**src/rtl/dem_dac_pkg.sv**
```systemverilog
// dem_dac_pkg: shared types and sizing helpers for the DEM-DAC receive path.
package dem_dac_pkg;
  typedef enum logic [1:0] {IDLE, COMB, OUT} cic_state_e;
  function automatic int cic_acc_width(input int in_w, input int order, input int r);
    return in_w + order * $clog2(r);
  endfunction
endpackage

```
**src/rtl/cic_decimator_integrator.sv**
```systemverilog
// cic_integrator: one wrapping accumulator; sum_o is the post-update value so a
// chain of stages sees the new values of its predecessors within the same beat.
module cic_integrator #(
  parameter int W = 22
) (
  input  logic         clk,
  input  logic         reset,
  input  logic         clear,
  input  logic         en_i,
  input  logic [W-1:0] x_i,
  output logic [W-1:0] sum_o
);
  logic [W-1:0] acc_q;
  assign sum_o = acc_q + x_i;
  always_ff @(posedge clk or posedge reset) begin
    if (reset) acc_q <= '0;
    else if (clear) acc_q <= '0;
    else if (en_i) acc_q <= sum_o;
  end
endmodule

```
**src/rtl/cic_decimator.sv**
```systemverilog
// cic_decimator: M=1 decimating CIC, integrators at input rate, combs run by a small FSM.
// Optional CIC_DECIMATOR_ROUND_EN: round-half-up with positive saturation on the output slice.
module cic_decimator
  import dem_dac_pkg::*;
#(
  parameter int IN_WIDTH  = 4,
  parameter int ORDER     = 3,
  parameter int R         = 64,
  parameter int OUT_WIDTH = 16
) (
  input  logic                 clk,
  input  logic                 reset,
  input  logic                 clear,
  input  logic                 in_valid,
  input  logic [IN_WIDTH-1:0]  in_data,
  output logic                 in_ready,
  output logic                 out_valid,
  output logic [OUT_WIDTH-1:0] out_data,
  input  logic                 out_ready
);
  localparam int ACC_WIDTH = cic_acc_width(IN_WIDTH, ORDER, R);
  localparam int PW = $clog2(R);
  localparam int SW = ORDER > 1 ? $clog2(ORDER) : 1;
  localparam int SH = ACC_WIDTH - OUT_WIDTH;

  cic_state_e state_q, state_d;
  logic [PW-1:0] phase_q, phase_d;
  logic [SW-1:0] stage_q, stage_d;
  logic [ACC_WIDTH-1:0] work_q, work_d, y, ys;
  logic [ORDER-1:0][ACC_WIDTH-1:0] dly_q;
  logic [OUT_WIDTH-1:0] out_q, out_d;
  logic [ACC_WIDTH-1:0] isum [ORDER+1];
  logic init_q, last, take, accept, beat;

  assign isum[0] = {{(ACC_WIDTH-IN_WIDTH){in_data[IN_WIDTH-1]}}, in_data};
  for (genvar g = 0; g < ORDER; g++) begin : g_int
    cic_integrator #(.W(ACC_WIDTH)) u_int (
      .clk(clk), .reset(reset), .clear(clear), .en_i(accept),
      .x_i(isum[g]), .sum_o(isum[g+1])
    );
  end

  // A result leaving this cycle frees the working register for the next decimation beat.
  assign last = phase_q == PW'(R-1);
  assign take = state_q == OUT && out_ready;
  assign in_ready = init_q && !(last && state_q != IDLE && !take);
  assign accept = in_valid && in_ready;
  assign beat = accept && last;
  assign y = work_q - dly_q[stage_q];
  assign out_valid = state_q == OUT;
  assign out_data = out_q;

`ifdef CIC_DECIMATOR_ROUND_EN
  if (SH > 0) begin : g_rnd
    logic [ACC_WIDTH-1:0] r;
    assign r = y + (ACC_WIDTH'(1) << (SH-1));
    assign ys = (!y[ACC_WIDTH-1] && r[ACC_WIDTH-1]) ? {1'b0, {(ACC_WIDTH-1){1'b1}}} : r;
  end else begin : g_trunc
    assign ys = y;
  end
`else
  assign ys = y;
`endif

  always_comb begin
    state_d = state_q;
    stage_d = stage_q;
    work_d = work_q;
    out_d = out_q;
    phase_d = accept ? phase_q + 1'b1 : phase_q;
    if (state_q == COMB) begin
      work_d = y;
      stage_d = stage_q + 1'b1;
      if (stage_q == SW'(ORDER-1)) begin
        state_d = OUT;
        out_d = OUT_WIDTH'(ys >> SH);
      end
    end else if (take) begin
      state_d = IDLE;
    end
    if (beat) begin
      state_d = COMB;
      stage_d = '0;
      work_d = isum[ORDER];
    end
  end

  always_ff @(posedge clk or posedge reset) begin
    if (reset) begin
      state_q <= IDLE;
      phase_q <= '0;
      stage_q <= '0;
      work_q <= '0;
      out_q <= '0;
      dly_q <= '0;
      init_q <= 1'b0;
    end else if (clear) begin
      state_q <= IDLE;
      phase_q <= '0;
      stage_q <= '0;
      work_q <= '0;
      out_q <= '0;
      dly_q <= '0;
      init_q <= 1'b0;
    end else begin
      state_q <= state_d;
      phase_q <= phase_d;
      stage_q <= stage_d;
      work_q <= work_d;
      out_q <= out_d;
      init_q <= 1'b1;
      if (state_q == COMB) dly_q[stage_q] <= work_q;
    end
  end
endmodule

```
**config.mk**
```make
export PLATFORM = sky130hd
export DESIGN_NAME = cic_decimator
export DESIGN_NICKNAME = d
export VERILOG_FILES = /design/src/rtl/dem_dac_pkg.sv /design/src/rtl/cic_decimator_integrator.sv /design/src/rtl/cic_decimator.sv
export SDC_FILE = /design/constraint.sdc
export NUM_CORES = 1
export LEC_CHECK = 0
export BUFFER_PORTS_ARGS = -buffer_cell sky130_fd_sc_hd__buf_2
export CORE_MARGIN = 2
export CORE_UTILIZATION = 69
export DETAILED_ROUTE_END_ITERATION = 8
export PLACE_DENSITY_LB_ADDON = 0.08
export SYNTH_ARGS = -nofsm -noshare
export SYNTH_HDL_FRONTEND = slang
export SYNTH_SLANG_ARGS = --single-unit
```
**constraint.sdc**
```tcl
create_clock -name clk -period 8.5 [get_ports clk]
set_input_delay 0 -clock clk [delete_from_list [all_inputs] [get_ports clk]]
set_output_delay 0 -clock clk [all_outputs]
set_load 0.01 [all_outputs]
```
==> flow_metrics.tcl <==
set metrics [dict create \
    fillers 1235 \
    synthDistinctLibCells 77 \
    clk_path_buf_depth 2 \
    cts_made_buffers 17 \
    htree_levels 4 \
    post-cts-setup-buffers 0 \
    syn_inst 1280 \
    grt_pass1_wl_mm 46.0 \
    routabilityCongestion 0.993 \
    n_antenna_cell 0 \
    min_path_type "in2reg" \
    hold_start "in_data[2]" \
    synth_area_mm2 0.0117 \
    ys_top_cells_by_area "dfrtp_1 39%, ha_1 9.6%, a21oi_1 6.6%" \
    globalRoute.totalOverflow 0 \
    fin_crit_ns 5.94 \
    yosys.area.top_type "dfrtp_1" \
    fin_util_pct 75.7 \
    worstSetupStartpoint "g_int[0].u_int.acc_q[0]" \
    drcViolationCount 0 \
    cts-root-buf "clkbuf_16" \
    drt_wl_total_mm 27.4 \
    antenna_found_initial 0 \
    syn_to_final_growth_pct 7.34 \
    maxCapViolCount 0 \
    crit_required_ns 8.83 \
    die_area_mm2 0.0180 \
    dpl.cell_count 1475 \
    rsz0062_at_grt "false" \
    wl_per_cell_um 18.1 \
    core_mm2 0.0166 \
    synth.most_common_cell "dfrtp_1" \
    timing.fmax_mhz 168 \
    postSynth.topFlopCell "dfrtp_1" \
    end_kind "flop" \
    dp_hpwl_mm 18.5 \
    grt_max_degree 74 \
    finalNonFillerCells 1511 \
    fin_crit_sh_pct 69.8 \
    drt_iter0_markers 844 \
    slew_violations 0 \
    max_slew_margin_pct 23.6 \
    dpl_cell_area_mm2 0.0119 \
    syn_area_per_cell_um2 9.13 \
    grtUsageTotal_pct 31.9 \
    criticalPathCategory "reg2reg" \
    ant_nets 0 \
    grt_pass1_vias 9377 \
    post-synth-top-area-fraction_pct 38.7 \
    synth_edf_count 0 \
    synth_seq_cells 181 \
    p_leak_nw 5.81 \
    clk_latency_ns 0.45 \
    setup.worst_path.start_class "flop" \
    die_h_um 134 \
    drive_gt1_share_pct 8.21 \
    cts.clk_slew.worst_paths_ns 0.07 \
    worst_clock_skew_ns 0.0109 \
    r2r_slack_ns 2.56 \
    cp_max_fo 5 \
    final_area_mm2 0.0125 \
    fin_nets 1381 \
    syn_nets 1383 \
    tns_ns 0 \
    finalHoldViolations 0 \
    start_util_pct 70.5 \
    clkSinkCount 181 \
    max_stage_delay_ns 0.39 \
    viasPerCell 6.30 \
    tightest_slew_ns 1.15 \
    synth_async_sr_flop_share_pct 100 \
    ys_seq_area_share_pct 38.7 \
    die_w_um 134 \
    setup-violations-final 0 \
    status "finished, final reports clean" \
    first_pass_iters 7 \
    crit_slowest_cell "fa_1" \
    post_cts_resized 0 \
    cts_tree "built" \
    cp_data_arrival_time_ns 6.27 \
    powerDensity_mw_per_mm2 202 \
    numPortBuffers 26 \
    post-place-ws_ns 2.59 \
    yosys-top-cells-count "181 x dfrtp_1, 170 x nand2_1, 154 x a21oi_1" \
    yosys_warnings 0 \
    setup_ws_ns 2.56 \
    ios 27 \
    rows 47 \
    max-vdd-ir-drop_uv 173 \
    vias 9525 \
    r2r_start "g_int[0].u_int.acc_q[0]" \
]
## worst max-delay path, delay by kind of cell, from the launching register on
kind	cells	cell delay, ns
XOR/XNOR	3	0.62
AND/OR/NAND/NOR	8	1.33
AO/OA/AOI/OAI	11	2.17
adder cells (fa/ha/maj)	4	1.28
flip-flops	1	0.35
buffers and inverters	1	0.07
## where the power goes
| part | switching, W | leakage, nW | internal (W) |
|---|---|---|---|
| logic | 0.000501 | 3.02 | 0.000320 |
| registers | 0.0000261 | 2.50 | 0.000901 |
| clock network | 0.000386 | 0.288 | 0.000402 |
| total | 0.000913 | 5.81 | 0.00162 |
## state kept, by name, indices dropped and copies added (netlist names)
register           count
state_q                2
g_int.u_int.acc_q     66
phase_q                6
dly_q                 66
work_q                22
out_data              16
init_q                 1
stage_q                2
## stage by stage
step | power (W) | hold WS (ns)
floorplan | 0.00158 | 0.189
global placement | 0.00173 | 0.0714
detailed placement | 0.00175 | 0.0759
CTS | 0.00254 | 0.104
global route | 0.00267 | 0.161
finish | 0.00254 | 0.112
## repair_timing
item,in CTS,in global routing
hold buffers,4,0
setup endpoints to repair,0,0
endpoints found under the hold margin,75,0
## path summary, 6_finish.rpt
| kind | endpoint | cells past startpoint |
|---|---|---|
| max in group asynchronous | dly_q[57] | 5 |
| min in group asynchronous | g_int[0].u_int.acc_q[3] | 3 |
| worst max-delay path | work_q[21] | 27 |
| worst min-delay path | g_int[0].u_int.acc_q[2] | 5 |
| worst min register to register | out_data[10] | 1 |
| worst max register to register | work_q[21] | 27 |
## layer usage
layer	GRT usage [%]	vias to the layer above	part of all wire [%]
met2	52.5	255	48
met3	4.01	57	4.3
met1	42.9	4568	45
met5	0	-	0
met4	13.3	0	3.1
li1	-	4645	-
## cells by family after synthesis
group / Yosys count / share of synthesized area [%]
flops: 181 / 38.7
fa+ha+maj: 94 / 10.3
mux: 25 / 2.15
simple gates: 369 / 14.0
compound gates: 423 / 24.3
buf+inv: 106 / 4.05
xor+xnor: 82 / 6.39
## cell usage in the layout, fill, tap and decap left out, drive strengths merged, types with 5 or more instances in the layout
cell type and count:
buf 39, o21a 9, a221oi 5, a31oi 15, xor2 24, clkinv 5, a21o 19, nor2 89
or2 6, nand3 21, nor2b 10, xnor2 56, inv 50, dfrtp 181, nor3 24, o21ai 53
nor4 6, nand2 173, ha 90, o21bai 15, a31o 6, nand2b 9, mux2i 24, a22o 80
a211oi 19, clkbuf 18, and3 13, nand4 7, o211ai 5, a21oi 156
## layout make-up
type / count / area (um2) / share of cell area, %
clock buffer: 18 / 439 / 3.50
sequential: 181 / 4530 / 36.1
multi-input combinational: 993 / 6720 / 53.5
clock inverter: 14 / 154 / 1.23
tap: 220 / 275 / 2.19
timing repair buffer: 43 / 270 / 2.15
inverter: 42 / 163 / 1.30
Note: power is estimated with default switching activity, not from simulation.
